**config.mk**
```make
export PLATFORM = sky130hd
export DESIGN_NAME = ca_step_sequencer_flat
export DESIGN_NICKNAME = d
export VERILOG_FILES = /design/src/rtl/ca_step_sequencer_if.sv /design/src/rtl/ca_step_sequencer.sv /design/src/flat_wrapper.sv
export SDC_FILE = /design/constraint.sdc
export NUM_CORES = 1
export LEC_CHECK = 0
export CORE_UTILIZATION = 54
export DETAILED_ROUTE_END_ITERATION = 6
export GPL_TIMING_DRIVEN = 0
export PLACE_DENSITY = 0.85
export SLEW_MARGIN = 20
export SYNTH_ARGS = -nofsm -noshare
export SYNTH_HDL_FRONTEND = slang
export SYNTH_SLANG_ARGS = --single-unit
```
**constraint.sdc**
```tcl
create_clock -name clk -period 3.85 [get_ports clk]
set_input_delay 0.9625 -clock clk [delete_from_list [all_inputs] [get_ports clk]]
set_output_delay 0.9625 -clock clk [all_outputs]
set_load 0.005 [all_outputs]
```
**src/rtl/ca_step_sequencer_if.sv**
```systemverilog
// Host-side job interface for the CA step sequencer: job request in, status and CA state out.
interface ca_step_sequencer_if #(
    parameter int unsigned W  = 8,
    parameter int unsigned CW = 8
);
    logic          start;
    logic [W-1:0]  seed;
    logic [3:0]    rule;
    logic [CW-1:0] steps;
    logic          halt_on_fixed;
    logic          abort;
    logic          busy;
    logic          done;
    logic          fixed;
    logic [W-1:0]  state_out;
    logic [CW-1:0] gen_count;

    modport master (
        output start, seed, rule, steps, halt_on_fixed, abort,
        input  busy, done, fixed, state_out, gen_count
    );

    modport slave (
        input  start, seed, rule, steps, halt_on_fixed, abort,
        output busy, done, fixed, state_out, gen_count
    );
endinterface

```
**src/rtl/ca_step_sequencer.sv**
```systemverilog
// Runs a ring cellular automaton next[i] = rule[{s[i+1], s[i]}] for a captured number of
// generations, with optional early stop on a fixed point and a one-cycle done pulse.
module ca_step_sequencer #(
    parameter int unsigned W  = 8,
    parameter int unsigned CW = 8
) (
    input  logic                 clk,
    input  logic                 reset_n,
    ca_step_sequencer_if.slave   bus
);

    typedef enum logic [1:0] {
        S_IDLE = 2'd0,
        S_RUN  = 2'd1,
        S_DONE = 2'd2
    } state_t;

    state_t        fsm_q,   fsm_d;
    logic [3:0]    rule_q,  rule_d;
    logic [CW-1:0] steps_q, steps_d;
    logic          hof_q,   hof_d;
    logic [W-1:0]  cells_q, cells_d;
    logic [CW-1:0] gen_q,   gen_d;
    logic          busy_q,  busy_d;
    logic          done_q,  done_d;
    logic          fixed_q, fixed_d;
    logic [W-1:0]  next_cells;

    // Rule lookup per cell; the right neighbour of the top cell wraps to cell 0.
    for (genvar i = 0; i < int'(W); i++) begin : g_cell
        assign next_cells[i] = rule_q[{cells_q[(i + 1) % int'(W)], cells_q[i]}];
    end

    always_ff @(posedge clk) begin
        if (!reset_n) begin
            fsm_q   <= S_IDLE;
            rule_q  <= '0;
            steps_q <= '0;
            hof_q   <= 1'b0;
            cells_q <= '0;
            gen_q   <= '0;
            busy_q  <= 1'b0;
            done_q  <= 1'b0;
            fixed_q <= 1'b0;
        end else begin
            fsm_q   <= fsm_d;
            rule_q  <= rule_d;
            steps_q <= steps_d;
            hof_q   <= hof_d;
            cells_q <= cells_d;
            gen_q   <= gen_d;
            busy_q  <= busy_d;
            done_q  <= done_d;
            fixed_q <= fixed_d;
        end
    end

    // Next-state and next-output logic; every output is the registered copy of its _d value.
    always_comb begin
        fsm_d   = fsm_q;
        rule_d  = rule_q;
        steps_d = steps_q;
        hof_d   = hof_q;
        cells_d = cells_q;
        gen_d   = gen_q;
        busy_d  = busy_q;
        done_d  = 1'b0;
        fixed_d = fixed_q;

        unique case (fsm_q)
            S_IDLE: begin
                if (bus.start) begin
                    rule_d  = bus.rule;
                    steps_d = bus.steps;
                    hof_d   = bus.halt_on_fixed;
                    cells_d = bus.seed;
                    gen_d   = '0;
                    fixed_d = 1'b0;
                    busy_d  = 1'b1;
                    fsm_d   = S_RUN;
                end
            end
            S_RUN: begin
                if (bus.abort) begin
                    busy_d = 1'b0;
                    fsm_d  = S_IDLE;
                end else if (gen_q == steps_q) begin
                    busy_d = 1'b0;
                    done_d = 1'b1;
                    fsm_d  = S_DONE;
                end else if (hof_q && (next_cells == cells_q)) begin
                    fixed_d = 1'b1;
                    busy_d  = 1'b0;
                    done_d  = 1'b1;
                    fsm_d   = S_DONE;
                end else begin
                    cells_d = next_cells;
                    gen_d   = gen_q + CW'(1);
                end
            end
            S_DONE: begin
                fsm_d = S_IDLE;
            end
            default: begin
                busy_d = 1'b0;
                fsm_d  = S_IDLE;
            end
        endcase
    end

    assign bus.busy      = busy_q;
    assign bus.done      = done_q;
    assign bus.fixed     = fixed_q;
    assign bus.state_out = cells_q;
    assign bus.gen_count = gen_q;

endmodule
```
**src/flat_wrapper.sv**
```systemverilog
// flat-port wrapper written by rule: the top's interface ports become plain ports
module ca_step_sequencer_flat 
#(
    parameter int unsigned W  = 8,
    parameter int unsigned CW = 8
)
  (clk, reset_n, bus_start, bus_seed, bus_rule, bus_steps, bus_halt_on_fixed, bus_abort, bus_busy, bus_done, bus_fixed, bus_state_out, bus_gen_count);
  ca_step_sequencer_if #(.W(W), .CW(CW)) bus_i ();
  input  logic clk;
  input  logic reset_n;
  input wire logic [$bits(bus_i.start)-1:0] bus_start;
  input wire logic [$bits(bus_i.seed)-1:0] bus_seed;
  input wire logic [$bits(bus_i.rule)-1:0] bus_rule;
  input wire logic [$bits(bus_i.steps)-1:0] bus_steps;
  input wire logic [$bits(bus_i.halt_on_fixed)-1:0] bus_halt_on_fixed;
  input wire logic [$bits(bus_i.abort)-1:0] bus_abort;
  output wire logic [$bits(bus_i.busy)-1:0] bus_busy;
  output wire logic [$bits(bus_i.done)-1:0] bus_done;
  output wire logic [$bits(bus_i.fixed)-1:0] bus_fixed;
  output wire logic [$bits(bus_i.state_out)-1:0] bus_state_out;
  output wire logic [$bits(bus_i.gen_count)-1:0] bus_gen_count;
  assign bus_i.start = bus_start;
  assign bus_i.seed = bus_seed;
  assign bus_i.rule = bus_rule;
  assign bus_i.steps = bus_steps;
  assign bus_i.halt_on_fixed = bus_halt_on_fixed;
  assign bus_i.abort = bus_abort;
  assign bus_busy = bus_i.busy;
  assign bus_done = bus_i.done;
  assign bus_fixed = bus_i.fixed;
  assign bus_state_out = bus_i.state_out;
  assign bus_gen_count = bus_i.gen_count;
  ca_step_sequencer #(.W(W), .CW(CW)) u_core (.clk(clk), .reset_n(reset_n), .bus(bus_i));
endmodule
```
==> impl_metrics.ini, run 1 <==
[run_status]
outcome = finished, final reports clean

[critical_path]
cp_top_family = buffers and inverters
path_cells = clkdlybuf4s50_1
critical_path_class = register to output port
cp.required_ns = 2.89
cp_slowest_cell = clkdlybuf4s50_1
cp_data_arrival_time_ns = 1.43
r2r_setup_slack_ns = 1.56
timing.rr.end = u_core.bus.state_out[6]
rr_startpoint = u_core.bus.state_out[1]
max_stage_delay_ns = 0.57
end_kind = output port
cp_max_fo = 7
start_kind = register
rr_worst_depth = 8
cp-startpoint = u_core.bus.state_out[4]
critPathBufInv = 1

[place]
gp_congestion = 0.925
placed_area_um2 = 2440
post-dp-hpwl_um = 3640
io_buffers = 43

[floorplan]
die_x_um = 62.1
start_util = 0.576
io_pins = 44
rows = 21
fp.dieH_um = 62.1
dieArea_um2 = 3860
core_area_um2 = 3390

[sta]
period_needed_ns = 2.39
setup_viol = 0
worstMarginPinSlew_ns = 0.514
rsz0062_at_grt = false
finClkSkew_ns = 0.00611
slew_headroom = 0.658
hold_viol = 0
finalSetupTns_ns = 0
period_share = 0.622
timing.final.max_slew_violations = 0
max_freq_ghz = 0.418

[clock_tree]
worstSkewPairLatency_ns = 0.35
post_cts_buffers = 0
cts_tree = done
postCtsHoldBufs = 0
root_buffer = clkbuf_4
postCtsResizedCells = 0
cts_sinks = 34
numCtsBuffers = 5
htreeDepth = 2
clk_path_buf_depth = 2
path_clk_slew_ns = 0.11

[route]
first_pass_iters = 5
drt_iter0_drc = 179
highest_layer = met4
ant_nets = 0
wl_met1_um = 2200
vias = 1902
avgViaCountPerCell = 5.87
dr_wl_met3_um = 341
drt-total-wl_um = 4950
remaining_drc_errors = 0
wl_per_cell_um = 15.3
met2_length_um = 2310

[hold_path]
whs_endpoint = u_core.hof_q
hp-class = register to register
holdCritStartpoint = u_core.hof_q
min_path_cells = 2

[finish]
n_antenna_cell = 0
drive_above_1_share = 0.122
final_cell_area_um2 = 2500
area_growth_pct = 28.0
fin_nets = 303

[grt]
overflow = 0
antenna_found_initial = 0
grt_pass1_wl_um = 8370
first_global_vias = 1771
grt_usage = 0.273
grt_max_degree = 13

[synthesis]
synth_edf_count = 0
ys_seq_area_frac = 0.348
syn-num-nets = 253
ys.flop_type = dfxtp_1
ys_async_sr_fraction = 0
netlist_area_um2 = 1950
synth-seq-cells = 34
yosysUniqueCellTypes = 45
avgSynthCellArea_um2 = 8.60
synth_cells = 227
yosys_warnings = 0

[power_and_ir_drop]
power_density_nw_per_um2 = 331
vdd_drop_max_v = 0.000205
cellLeakagePower_nw = 0.928

[flow_run]
cap_violations = 0
## report_power, final
group          internal, mW  total [mW]  leakage [nW]  switching (mW)
Sequential            0.373       0.397         0.278          0.0242
Combinational         0.118       0.227         0.618           0.109
Clock                0.0709       0.204        0.0312           0.133
Total                 0.562       0.828         0.928           0.267
## metal layers
layer  vias up  track usage
li1        912            -
met1       899        0.375
met2        79        0.408
met3        12       0.0588
met4         0        0.128
met5         -            0
## logic make-up after synthesis
group                      Yosys count  share of synthesized area
muxes                               15                      0.111
adders and majority gates            1                    0.00641
AOI/OAI and AO/OA                   53                      0.189
and+or+nand+nor                     94                      0.238
DFF                                 34                      0.348
xor gates and xnor gates             8                     0.0359
buffers and inverters               22                     0.0718
## worst max path at each step
| stage | endpoint | cells past startpoint |
|---|---|---|
| CTS | bus_state_out[7] | 1 |
| finish | bus_state_out[4] | 1 |
| global placement | u_core.bus.state_out[3] | 7 |
| global route | u_core.bus.state_out[6] | 8 |
| floorplan | u_core.bus.state_out[6] | 7 |
| detailed placement | u_core.bus.state_out[3] | 7 |
## layout by cell type, fill, tap and decap left out, drive strengths merged, types with 2 or more instances in the layout
master / Yosys / layout
a311oi: 3 / 3
or2: 3 / 3
nand2b: 2 / 2
buf: 6 / 6
a22o: 6 / 6
xnor2: 8 / 8
and2: 2 / 2
inv: 7 / 7
o22ai: 3 / 3
nand2: 41 / 41
and4: 2 / 2
mux2: 4 / 4
mux2i: 7 / 7
and3: 3 / 3
nor2: 14 / 14
o221ai: 2 / 2
clkinv: 0 / 2
nor2b: 4 / 4
mux4: 4 / 4
dfxtp: 34 / 34
nand4: 3 / 3
a211oi: 5 / 5
o21ai: 6 / 6
a21oi: 21 / 21
nor3: 10 / 10
nand3: 8 / 8
clkdlybuf4s50: 0 / 43
clkbuf: 9 / 14
## sequential cells by signal, summed over array words and instances (netlist names)
name	count
u_core.bus.state_out	8
u_core.bus.gen_count	8
u_core.rule_q	4
u_core.bus.fixed	1
u_core.bus.busy	1
u_core.hof_q	1
u_core.bus.done	1
u_core.steps_q	8
u_core.fsm_q	2
## layout make-up
cell class | instances | area, um^2
Timing Repair Buffer | 43 | 430
Fill cell | 250 | 890
Multi-Input combinational cell | 171 | 1130
Clock inverter | 3 | 21.3
Clock buffer | 5 | 37.5
Tap cell | 46 | 57.6
Inverter | 7 | 26.3
Buffer | 15 | 114
Sequential cell | 34 | 681
## metrics by stage
| step | util | power, mW | cells | hold slack, ns | worst slack (ns) |
|---|---|---|---|---|---|
| 2_1_floorplan | - | 0.545 | 227 | 0.437 | 1.85 |
| 3_3_place_gp | 0.720 | 0.621 | 316 | 0.452 | 1.27 |
| 3_5_place_dp | 0.720 | 0.629 | 316 | 0.459 | 1.24 |
| 4_1_cts | 0.738 | 0.830 | 324 | 0.478 | 1.46 |
| 5_1_grt | 0.738 | 0.875 | 324 | 0.502 | 1.34 |
| 6_report | 0.738 | 0.828 | 324 | 0.476 | 1.46 |
## synthesized netlist by cell type, drive strengths merged (2+ instances only)
master | number | share of area
and2 | 2 | 0.0064
nor2 | 14 | 0.028
dfxtp | 34 | 0.35
o221ai | 2 | 0.0090
nor3 | 10 | 0.028
xnor2 | 8 | 0.036
o22ai | 3 | 0.0096
nand3 | 8 | 0.021
or2 | 3 | 0.0096
a211oi | 5 | 0.019
nand4 | 3 | 0.0096
a22o | 6 | 0.027
and3 | 3 | 0.010
mux2 | 4 | 0.025
nor2b | 4 | 0.013
clkbuf | 9 | 0.028
buf | 6 | 0.031
nand2b | 2 | 0.0064
a311oi | 3 | 0.013
inv | 7 | 0.013
a21oi | 21 | 0.054
nand2 | 41 | 0.083
o21ai | 6 | 0.015
mux4 | 4 | 0.050
and4 | 2 | 0.012
mux2i | 7 | 0.036
## worst reg2reg max path, stage by stage, from the launching register on
cell	delay (ns)
dfxtp_1	0.35
clkbuf_1	0.31
mux2i_1	0.28
nor2_1	0.07
nor4b_2	0.46
a31oi_4	0.22
buf_6	0.20
o221ai_1	0.18
a21oi_1	0.09
Note: power is estimated with default switching activity, not from simulation.
==> inputs of run 2 (changes only) <==
- CORE_UTILIZATION: 54 -> 50
- PLACE_DENSITY: 0.85 -> 0.79
- clock period: 3.85 -> 2.27 ns (I/O delays scaled with it)
==> run 2 against run 1 <==
  * Wire length shrank 6.0%
  * Clock power grew to 2.7 times the previous value
  * Clock-buffer cell count grew 2
  * Clock skew shrank 0.0022 ns
  * Global-route usage shrank 4.0 points
  * Sequential cell count is the same
  * Sequential power grew 70%
  * Critical path depth grew 6
  * Cell area grew 2.5%
  * Non-clock buffer count is the same
  * Register-to-register slack lost 1.5 ns
==> impl_metrics.ini, run 2 (synthesis gave the netlist of run 1 again) <==
[sta]
finClkSkew_ns = 0.00389
period_share = 0.953
slew_headroom = 0.624
finalSetupTns_ns = 0
rsz0062_at_grt = false
worstMarginPinSlew_ns = 0.561
timing.final.max_slew_violations = 0
period_needed_ns = 2.16
hold_viol = 0
max_freq_ghz = 0.462
setup_viol = 0

[finish]
n_fill_cell = 329
drive_above_1_share = 0.122
final_cell_mix = 43 x clkdlybuf4s50_1, 40 x nand2_1, 32 x dfxtp_1, 21 x a21oi_1, 13 x nor2_1
fin_cells = 326
fin_nets = 303
area_growth_pct = 31.1
final_common_cell = clkdlybuf4s50_1
n_antenna_cell = 0

[floorplan]
core_area_um2 = 3720
dieArea_um2 = 4160
io_pins = 44
start_util = 0.526
die_x_um = 64.5
fp.dieH_um = 64.5
rows = 22

[clock_tree]
worstSkewPairLatency_ns = 0.29
clk_path_buf_depth = 2
numCtsBuffers = 5
cts_tree = done
cts_sinks = 34
root_buffer = clkbuf_8
path_clk_slew_ns = 0.07
postCtsHoldBufs = 0
post_cts_buffers = 0
htreeDepth = 2

[route]
drt_iter0_drc = 141
remaining_drc_errors = 0
drt-total-wl_um = 4650
avgViaCountPerCell = 5.68
ant_nets = 0
vias = 1853
first_pass_iters = 4
wl_per_cell_um = 14.3

[critical_path]
rr_worst_depth = 7
critPathBufInv = 1
start_kind = register
r2r_setup_slack_ns = 0.11
critical_path_class = register to register
cp_data_arrival_time_ns = 2.32
cp.required_ns = 2.43
max_stage_delay_ns = 0.41
timing.rr.end = u_core.bus.state_out[7]
path_cells = mux2_2 > a222oi_1 > and4_4 > a31oi_4 > buf_6 > o221ai_1 > a21oi_1
cp_top_family = compound AO/OA/AOI/OAI gates
end_kind = register
cp_max_fo = 10
rr_startpoint = u_core.bus.state_out[5]
cp_slowest_cell = dfxtp_2

[power_and_ir_drop]
cellLeakagePower_nw = 0.959
p_switching_mw = 0.439
p_seq_frac = 0.420
switching_share = 0.273
power_density_nw_per_um2 = 626
internal-power_mw = 1.17
power.share.clock = 0.340
vdd_drop_max_v = 0.000399
p_comb_frac = 0.240

[hold_path]
min_path_cells = 2
holdCritStartpoint = u_core.steps_q[3]
whs_endpoint = u_core.steps_q[3]
hp-class = register to register

[place]
io_buffers = 43
dp.cells = 318
post-dp-hpwl_um = 3400
gp_congestion = 0.903

[grt]
grt_max_degree = 11
overflow = 0
grt_usage = 0.233
first_global_vias = 1609
antenna_found_initial = 0
grt_pass1_wl_um = 7510

[run_status]
outcome = finished, final reports clean

[flow_run]
cap_violations = 0
[run 2: changes by cell type in the layout (fill, tap and decap cells not counted), sizes merged]
cell and delta:
clkbuf +2, clkinv -2, bufinv +1, clkinvlp -1
[run 2: layer usage]
metal  vias up  routed length [um]  GRT usage
met2        66                2150      0.346
met3         7                 273     0.0528
li1        915                   -          -
met5         -                   0          0
met4         0                  59     0.0889
met1       865                2170      0.325
[run 2: worst min-delay path: cells and delay by family (launching register included)]
family           cells  cell delay [ns]
AND/OR/NAND/NOR      1             0.05
flip-flops           1             0.32
AO/OA/AOI/OAI        1             0.05
[run 2: timing repair]
item | in CTS | in global routing
setup endpoints to repair | 0 | 11
hold endpoints to repair | 0 | 0
resized for setup | 0 | 3
[run 2: worst max-delay path by stage]
stage	slack (ns)	endpoint	cells past startpoint	start
floorplan	0.27	u_core.bus.state_out[6]	7	u_core.bus.state_out[4]
global placement	0.03	u_core.bus.state_out[5]	7	bus_abort
detailed placement	0.01	u_core.bus.state_out[5]	7	bus_abort
CTS	0.03	u_core.bus.state_out[7]	8	u_core.bus.state_out[1]
global route	0.03	u_core.bus.state_out[7]	7	u_core.bus.state_out[4]
finish	0.11	u_core.bus.state_out[7]	7	u_core.bus.state_out[5]
[run 2: cell type report]
class	count	area [um^2]	share of cell area
clock inverter	1	30.0	0.0117
sequential	34	683	0.267
multi-input combinational	171	1140	0.446
inverter	7	26.3	0.0103
tap	48	60.1	0.0234
clock buffer	7	76.3	0.0298
buffer	15	114	0.0445
timing repair buffer	43	430	0.168
[run 2: power groups by stage]
stage               clock [mW]  sequential (mW)  combinational [mW]
finish                   0.545            0.674               0.385
global placement             0            0.684               0.368
CTS                      0.554            0.672               0.376
floorplan                    0            0.679               0.246
global route             0.580            0.677               0.420
detailed placement           0            0.685               0.375
[run 2: per-stage QoR]
step / setup WS [ns] / utilization / power, mW / hold WS [ns] / cell area, um^2
5_1_grt: 0.0276 / 0.689 / 1.68 / 0.491 / 2560
4_1_cts: 0.0301 / 0.686 / 1.60 / 0.471 / 2550
2_1_floorplan: 0.268 / - / 0.925 / 0.437 / 1950
3_5_place_dp: 0.0129 / 0.658 / 1.06 / 0.462 / 2440
6_report: 0.107 / 0.689 / 1.60 / 0.469 / 2560
3_3_place_gp: 0.0306 / 0.658 / 1.05 / 0.455 / 2440
